File: src/rtl/rv32i_bus_arbiter_if.sv
// Bundle of the core load/store bus, the external requester handshake and the
// shared data-memory port. The arbiter takes the slave view; core, external agent and RAM take the master view.
interface rv32i_bus_arbiter_if #(
  parameter int DATA_WIDTH = 32
);
  logic [DATA_WIDTH-1:0] core_addr;
  logic [DATA_WIDTH-1:0] core_wrdata;
  logic                  core_wren;
  logic                  core_rden;
  logic [DATA_WIDTH-1:0] core_rddata;
  logic                  core_stall;

  logic                  ext_req;
  logic                  ext_we;
  logic [DATA_WIDTH-1:0] ext_addr;
  logic [DATA_WIDTH-1:0] ext_wrdata;
  logic                  ext_gnt;
  logic                  ext_done;
  logic [DATA_WIDTH-1:0] ext_rddata;

  logic [DATA_WIDTH-1:0] mem_addr;
  logic [DATA_WIDTH-1:0] mem_wrdata;
  logic                  mem_wren;
  logic                  mem_rden;
  logic [DATA_WIDTH-1:0] mem_rddata;

  modport slave (
    input  core_addr, core_wrdata, core_wren, core_rden,
    output core_rddata, core_stall,
    input  ext_req, ext_we, ext_addr, ext_wrdata,
    output ext_gnt, ext_done, ext_rddata,
    output mem_addr, mem_wrdata, mem_wren, mem_rden,
    input  mem_rddata
  );

  modport master (
    output core_addr, core_wrdata, core_wren, core_rden,
    input  core_rddata, core_stall,
    output ext_req, ext_we, ext_addr, ext_wrdata,
    input  ext_gnt, ext_done, ext_rddata,
    input  mem_addr, mem_wrdata, mem_wren, mem_rden,
    output mem_rddata
  );
endinterface

File: src/rtl/rv32i_bus_arbiter.sv
// Round-robin arbiter sharing one fixed-latency data-memory port between the RV32I core and an external requester.
// Define RV32I_BUS_ARB_PERF_CNT_EN to add the stall_cycles / ext_accesses performance counters.
module rv32i_bus_arbiter #(
  parameter int DATA_WIDTH  = 32,
  parameter int MEM_LATENCY = 1
) (
  input  logic               clk,
  input  logic               rst,
  rv32i_bus_arbiter_if.slave bus
`ifdef RV32I_BUS_ARB_PERF_CNT_EN
  ,
  output logic [31:0]        stall_cycles,
  output logic [15:0]        ext_accesses
`endif
);

  typedef enum logic [1:0] {S_IDLE, S_ACCESS, S_WAIT, S_RESP} state_t;

  localparam logic       OWN_CORE = 1'b0;
  localparam logic       OWN_EXT  = 1'b1;
  localparam logic [3:0] LAT      = 4'(MEM_LATENCY);

  state_t                state_q, state_d;
  logic                  owner_q, owner_d;
  logic                  last_owner_q, last_owner_d;
  logic                  we_q, we_d;
  logic [DATA_WIDTH-1:0] addr_q, addr_d;
  logic [DATA_WIDTH-1:0] wdata_q, wdata_d;
  logic [DATA_WIDTH-1:0] core_rdata_q, core_rdata_d;
  logic [DATA_WIDTH-1:0] ext_rdata_q, ext_rdata_d;
  logic [3:0]            cnt_q, cnt_d;

  logic core_req;
  logic core_resp;
  logic ext_gnt_c, ext_done_c, mem_wren_c, mem_rden_c;
  logic ext_done_o;

  assign core_req = bus.core_wren | bus.core_rden;

  always_comb begin
    state_d      = state_q;
    owner_d      = owner_q;
    last_owner_d = last_owner_q;
    we_d         = we_q;
    addr_d       = addr_q;
    wdata_d      = wdata_q;
    core_rdata_d = core_rdata_q;
    ext_rdata_d  = ext_rdata_q;
    cnt_d        = cnt_q;
    core_resp    = 1'b0;
    ext_gnt_c    = 1'b0;
    ext_done_c   = 1'b0;
    mem_wren_c   = 1'b0;
    mem_rden_c   = 1'b0;

    case (state_q)
      S_IDLE: begin
        // On contention the requester that was not served last wins.
        if (core_req && (!bus.ext_req || last_owner_q == OWN_EXT)) begin
          owner_d = OWN_CORE;
          addr_d  = bus.core_addr;
          wdata_d = bus.core_wrdata;
          we_d    = bus.core_wren;
          state_d = S_ACCESS;
        end else if (bus.ext_req) begin
          owner_d   = OWN_EXT;
          addr_d    = bus.ext_addr;
          wdata_d   = bus.ext_wrdata;
          we_d      = bus.ext_we;
          ext_gnt_c = 1'b1;
          state_d   = S_ACCESS;
        end
      end
      S_ACCESS: begin
        mem_wren_c = we_q;
        mem_rden_c = ~we_q;
        cnt_d      = LAT;
        state_d    = (MEM_LATENCY > 0) ? S_WAIT : S_RESP;
      end
      S_WAIT: begin
        cnt_d = cnt_q - 4'd1;
        if (cnt_q <= 4'd1) state_d = S_RESP;
      end
      S_RESP: begin
        last_owner_d = owner_q;
        state_d      = S_IDLE;
        if (owner_q == OWN_CORE) begin
          core_resp    = 1'b1;
          core_rdata_d = we_q ? '0 : bus.mem_rddata;
        end else begin
          ext_done_c = 1'b1;
          if (!we_q) ext_rdata_d = bus.mem_rddata;
        end
      end
      default: state_d = S_IDLE;
    endcase
  end

  always_ff @(posedge clk) begin
    if (rst) begin
      state_q      <= S_IDLE;
      owner_q      <= OWN_CORE;
      last_owner_q <= OWN_EXT;
      we_q         <= 1'b0;
      addr_q       <= '0;
      wdata_q      <= '0;
      core_rdata_q <= '0;
      ext_rdata_q  <= '0;
      cnt_q        <= '0;
    end else begin
      state_q      <= state_d;
      owner_q      <= owner_d;
      last_owner_q <= last_owner_d;
      we_q         <= we_d;
      addr_q       <= addr_d;
      wdata_q      <= wdata_d;
      core_rdata_q <= core_rdata_d;
      ext_rdata_q  <= ext_rdata_d;
      cnt_q        <= cnt_d;
    end
  end

  // Response data is bypassed so the owner sees it in the RESP cycle itself.
  assign ext_done_o      = ext_done_c & ~rst;
  assign bus.mem_addr    = addr_q;
  assign bus.mem_wrdata  = wdata_q;
  assign bus.mem_wren    = mem_wren_c & ~rst;
  assign bus.mem_rden    = mem_rden_c & ~rst;
  assign bus.ext_gnt     = ext_gnt_c & ~rst;
  assign bus.ext_done    = ext_done_o;
  assign bus.ext_rddata  = ext_done_o ? ext_rdata_d : ext_rdata_q;
  assign bus.core_stall  = ~rst & core_req & ~core_resp;
  assign bus.core_rddata = core_resp ? core_rdata_d : core_rdata_q;

`ifdef RV32I_BUS_ARB_PERF_CNT_EN
  logic [31:0] stall_cnt_q;
  logic [15:0] ext_cnt_q;

  always_ff @(posedge clk) begin
    if (rst) begin
      stall_cnt_q <= '0;
      ext_cnt_q   <= '0;
    end else begin
      if (bus.core_stall && stall_cnt_q != '1) stall_cnt_q <= stall_cnt_q + 32'd1;
      if (ext_done_o && ext_cnt_q != '1)       ext_cnt_q   <= ext_cnt_q + 16'd1;
    end
  end

  assign stall_cycles = stall_cnt_q;
  assign ext_accesses = ext_cnt_q;
`endif

endmodule

File: src/flat_wrapper.sv
// flat-port wrapper written by rule: the top's interface ports become plain ports
module rv32i_bus_arbiter_flat 
#(
  parameter int DATA_WIDTH  = 32,
  parameter int MEM_LATENCY = 1
)
  (clk, rst, bus_core_addr, bus_core_wrdata, bus_core_wren, bus_core_rden, bus_core_rddata, bus_core_stall, bus_ext_req, bus_ext_we, bus_ext_addr, bus_ext_wrdata, bus_ext_gnt, bus_ext_done, bus_ext_rddata, bus_mem_addr, bus_mem_wrdata, bus_mem_wren, bus_mem_rden, bus_mem_rddata);
  rv32i_bus_arbiter_if #(.DATA_WIDTH(DATA_WIDTH)) bus_i ();
  input  logic clk;
  input  logic rst;
  input wire logic [$bits(bus_i.core_addr)-1:0] bus_core_addr;
  input wire logic [$bits(bus_i.core_wrdata)-1:0] bus_core_wrdata;
  input wire logic [$bits(bus_i.core_wren)-1:0] bus_core_wren;
  input wire logic [$bits(bus_i.core_rden)-1:0] bus_core_rden;
  output wire logic [$bits(bus_i.core_rddata)-1:0] bus_core_rddata;
  output wire logic [$bits(bus_i.core_stall)-1:0] bus_core_stall;
  input wire logic [$bits(bus_i.ext_req)-1:0] bus_ext_req;
  input wire logic [$bits(bus_i.ext_we)-1:0] bus_ext_we;
  input wire logic [$bits(bus_i.ext_addr)-1:0] bus_ext_addr;
  input wire logic [$bits(bus_i.ext_wrdata)-1:0] bus_ext_wrdata;
  output wire logic [$bits(bus_i.ext_gnt)-1:0] bus_ext_gnt;
  output wire logic [$bits(bus_i.ext_done)-1:0] bus_ext_done;
  output wire logic [$bits(bus_i.ext_rddata)-1:0] bus_ext_rddata;
  output wire logic [$bits(bus_i.mem_addr)-1:0] bus_mem_addr;
  output wire logic [$bits(bus_i.mem_wrdata)-1:0] bus_mem_wrdata;
  output wire logic [$bits(bus_i.mem_wren)-1:0] bus_mem_wren;
  output wire logic [$bits(bus_i.mem_rden)-1:0] bus_mem_rden;
  input wire logic [$bits(bus_i.mem_rddata)-1:0] bus_mem_rddata;
  assign bus_i.core_addr = bus_core_addr;
  assign bus_i.core_wrdata = bus_core_wrdata;
  assign bus_i.core_wren = bus_core_wren;
  assign bus_i.core_rden = bus_core_rden;
  assign bus_core_rddata = bus_i.core_rddata;
  assign bus_core_stall = bus_i.core_stall;
  assign bus_i.ext_req = bus_ext_req;
  assign bus_i.ext_we = bus_ext_we;
  assign bus_i.ext_addr = bus_ext_addr;
  assign bus_i.ext_wrdata = bus_ext_wrdata;
  assign bus_ext_gnt = bus_i.ext_gnt;
  assign bus_ext_done = bus_i.ext_done;
  assign bus_ext_rddata = bus_i.ext_rddata;
  assign bus_mem_addr = bus_i.mem_addr;
  assign bus_mem_wrdata = bus_i.mem_wrdata;
  assign bus_mem_wren = bus_i.mem_wren;
  assign bus_mem_rden = bus_i.mem_rden;
  assign bus_i.mem_rddata = bus_mem_rddata;
  rv32i_bus_arbiter #(.DATA_WIDTH(DATA_WIDTH), .MEM_LATENCY(MEM_LATENCY)) u_core (.clk(clk), .rst(rst), .bus(bus_i));
endmodule
File: config.mk
export PLATFORM = sky130hd
export DESIGN_NAME = rv32i_bus_arbiter_flat
export DESIGN_NICKNAME = d
export VERILOG_FILES = /design/src/rtl/rv32i_bus_arbiter_if.sv /design/src/rtl/rv32i_bus_arbiter.sv /design/src/flat_wrapper.sv
export SDC_FILE = /design/constraint.sdc
export NUM_CORES = 1
export LEC_CHECK = 0
export CORE_MARGIN = 2
export CORE_UTILIZATION = 38
export CTS_CLUSTER_DIAMETER = 30
export CTS_CLUSTER_SIZE = 12
export DETAILED_ROUTE_END_ITERATION = 7
export GPL_TIMING_DRIVEN = 0
export PLACE_DENSITY = 0.77
export SYNTH_ARGS = -nofsm -noshare
export SYNTH_HDL_FRONTEND = slang
export SYNTH_SLANG_ARGS = --single-unit
File: constraint.sdc
create_clock -name clk -period 1.87 [get_ports clk]
set_input_delay 0.4675 -clock clk [delete_from_list [all_inputs] [get_ports clk]]
set_output_delay 0.4675 -clock clk [all_outputs]
set_load 0.02 [all_outputs]
==> results.md <==
- Yosys top cell by area: dfxtp_1
- Hold Crit Class: register to register
- Met3 routed WL: 2.14 mm
- Post-synthesis average cell area: 8.44 sq um
- Global route overflow: 0
- Register bit total from synthesis: 137
- CTS tree: yes
- Clk slew on worst S/H paths: 0.06 ns
- Share of the synthesized area in the top cell type: 0.418
- Post-route clock period utilization: 1.30
- Largest stage delay on the critical path: 0.35 ns
- Total Wirelength: 25.5 mm
- Critical path buffers and inverters: 4
- RD Place Congestion: 0.839
- Crit path cell chain: ha_4 -> nand2_4 -> nor3_4 -> buf_6 -> buf_4 -> buf_6 -> mux2_4 -> buf_6
- Slew @ Worst Pin: 0.773 ns
- 1st-iter DRT viols: 354
- RSZ-0062 raised after global routing: yes
- Critical Path End Type: primary output
- Layout filler cell count: 1228
- Number of distinct library cells after synthesis: 34
- H-Tree Depth: 4
- FF/Latch Area: 0.00275 sq mm
- Worst EP arrival: 1.96 ns
- Critical path's slowest cell: dfxtp_4
- Post-CTS Hold Buffers: 0
- Vias per Instance: 5.15
- Fraction of registers with async set/reset: 0
- Top Metal Used: met4
- Final number of max-transition violations: 0
- Leak Pwr: 5.12 nW
- Vias: 7064
- Initial antenna violation count: 0
- Max Cap Violations: 0
- Hold Vio Cnt, Final: 0
- Top_reg_cell synth: dfxtp_1
- YS warnings: 0
- Violated checks: negative setup slack
- Cell count after synthesis: 778
- Clock Sinks: 137
- Total iterations of the first detailed-routing run: 5
- Critical Path Fanout Max: 6
- Final Skew: 0.0101 ns
- Routed len/inst: 18.6 microns
- Clock buffer depth: 2
- Die area: 0.0183 sq mm
- GRT Overall Usage: 0.268
- Worst Min Path Start: u_core.ext_rdata_q[13]
- Final worst slack: -0.555 ns
- Clk_lat worst skew: 0.44 ns
- Peak supply drop: 0.681 mV
- CP startpoint kind: register
- CTS root buf: clkbuf_16
- Critical path type: register to primary output
- Port-buffer cells: 297
- Post-synth EDFFs: 0
- Required time of the critical path: 1.40 ns
- DRC: 0
- Final core occ: 0.696
- # diodes: 0
- First-pass GRT wire length: 37.7 mm
- Post-Synthesis Net Count: 951
- Ports: 299
- Fraction of layout cells with a size suffix above 1: 0.308
- Die Span Y: 135 microns
- Synthesis-to-finish area growth: 81.5%
- Area of the multi-input gates: 0.00413 sq mm
- Fmax: 412 MHz
- Final std cells w/o fill: 1371
- Final Setup Violations: 68
- Area contributors post-synth: dfxtp_1, nand2_1, a311oi_2, mux2_2, nor2_1
- PwrDens: 1200 mW/mm^2
- Slew margin rel.: 0.485
- Syn Std Cell Area: 0.00657 sq mm
- Placed Cells: 1300
- Top delay family on crit path: buffers and inverters
- Antenna-violating nets left: 0
- Core ar.: 0.0171 sq mm
- Reg-to-reg critical path startpoint: u_core.state_q[1]
- Largest net degree at the start of global routing: 17
- Status: finished with violations
- Die X-Extent: 135 microns
- Initial Util: 0.384
- Nets: 1306
- Worst path most repeated cell: buf_6
- Vias in the first global route: 7117
- Crit. Startpoint: u_core.state_q[1]
- Design Power: 0.0144 W
- Dpl hpwl: 16.8 mm
- CTS buffer count: 17
- M1 WL: 9.22 mm
- R2r setup slk: 0.06 ns
- # rows: 48
- DP Worst Slack: -1.04 ns
- Sequential area share after synthesis: 0.418
- Post-layout min period: 2.42 ns
- Metal2 WL: 13.3 mm
[timing repair]
action	4_1_cts	5_1_grt
pin swaps	12	26
buffers inserted	29	13
cloned	8	0
resized for setup	565	123
endpoints found under the setup margin	97	121
[cells by family after synthesis]
group | after synthesis | share of synthesized area
multiplexers | 32 | 0.0549
AND/OR/NAND/NOR | 387 | 0.258
adder cells (fa/ha/maj) | 7 | 0.0133
AO/OA/AOI/OAI | 144 | 0.197
flip-flops | 137 | 0.418
buffers and inverters | 71 | 0.0591
[cell usage in the layout, fill, tap and decap left out, types with 3 or more instances in the layout]
master,synthesis,layout
a211oi_1,3,3
bufinv_16,0,4
clkbuf_2,0,6
clkbuf_1,20,12
clkbuf_8,0,7
mux2_4,0,32
o21ai_2,0,6
buf_4,2,29
o21ai_4,0,26
dlygate4sd2_1,0,27
a311oi_2,50,50
nand2_4,0,22
buf_8,5,13
nand2_2,0,6
dlymetal6s2s_1,0,23
buf_12,1,7
nand2b_1,35,34
inv_1,8,6
buf_6,0,75
a21oi_1,37,37
clkdlybuf4s50_1,0,178
ha_4,0,3
nor2_4,1,3
and2_1,32,32
o21ai_0,13,4
a311oi_1,14,14
buf_2,33,20
clkbuf_16,0,18
dfxtp_1,137,134
buf_16,0,3
nor2_1,77,74
ha_1,7,4
nand2_1,228,200
[metrics by stage]
step	instance area [sq um]	setup TNS, ns	hold slack, ns
floorplan	6710	-0.414	0.434
global placement	9970	-62.59	0.441
detailed placement	9970	-64.28	0.446
CTS	11500	-35.44	0.454
global route	11900	-36.29	0.476
finish	11900	-32.35	0.455
[worst min-delay path: cells and delay by family, from the launching register on]
family             cells  cell delay, ns
AOI/OAI and AO/OA      1            0.05
DFF                    1            0.31
and+or+nand+nor        1            0.05
[report_power, final]
group	switching [W]	internal, W
combinational	0.00360	0.00296
clock	0.00136	0.00245
sequential	0.000371	0.00362
total	0.00533	0.00903
[routing by layer]
layer	vias up	global-route usage
met5	-	0
met4	0	0.122
met3	57	0.0902
met2	300	0.494
met1	3366	0.274
li1	3341	-
[sequential cells by signal (all words and copies together) (netlist names)]
register and count:
u_core.bus.mem_addr 32, u_core.bus.mem_wrdata 32, u_core.cnt_q 4, u_core.core_rdata_q 32, u_core.ext_rdata_q 32, u_core.last_owner_q 1
u_core.owner_q 1, u_core.state_q 2, u_core.we_q 1
[layout make-up]
| cell class | count | share of cell area |
|---|---|---|
| multi-input cells | 570 | 0.347 |
| repair buffers | 342 | 0.302 |
| flip-flops and latches | 137 | 0.231 |
| clock buffers | 23 | 0.0426 |
| plain buffers | 57 | 0.0377 |
| well taps | 225 | 0.0236 |
| clock inverters | 9 | 0.0132 |
| inverters | 8 | 0.00294 |
[worst paths after layout]
check | endpoint | depth (start not counted)
worst max-delay path | bus_ext_rddata[0] | 8
worst min-delay path | u_core.ext_rdata_q[13] | 2
worst max register to register | u_core.core_rdata_q[22] | 12
worst min register to register | u_core.ext_rdata_q[13] | 2
[cells in the mapped netlist, types with 5 or more instances]
cell type / n
buf_8: 5
nor2_1: 77
dfxtp_1: 137
nand2_1: 228
and2_1: 32
nand2b_1: 35
buf_2: 33
a311oi_1: 14
inv_1: 8
ha_1: 7
o21ai_1: 24
a311oi_2: 50
a21oi_1: 37
mux2_2: 30
clkbuf_1: 20
o21ai_0: 13
(Power assumes the default switching activity.)
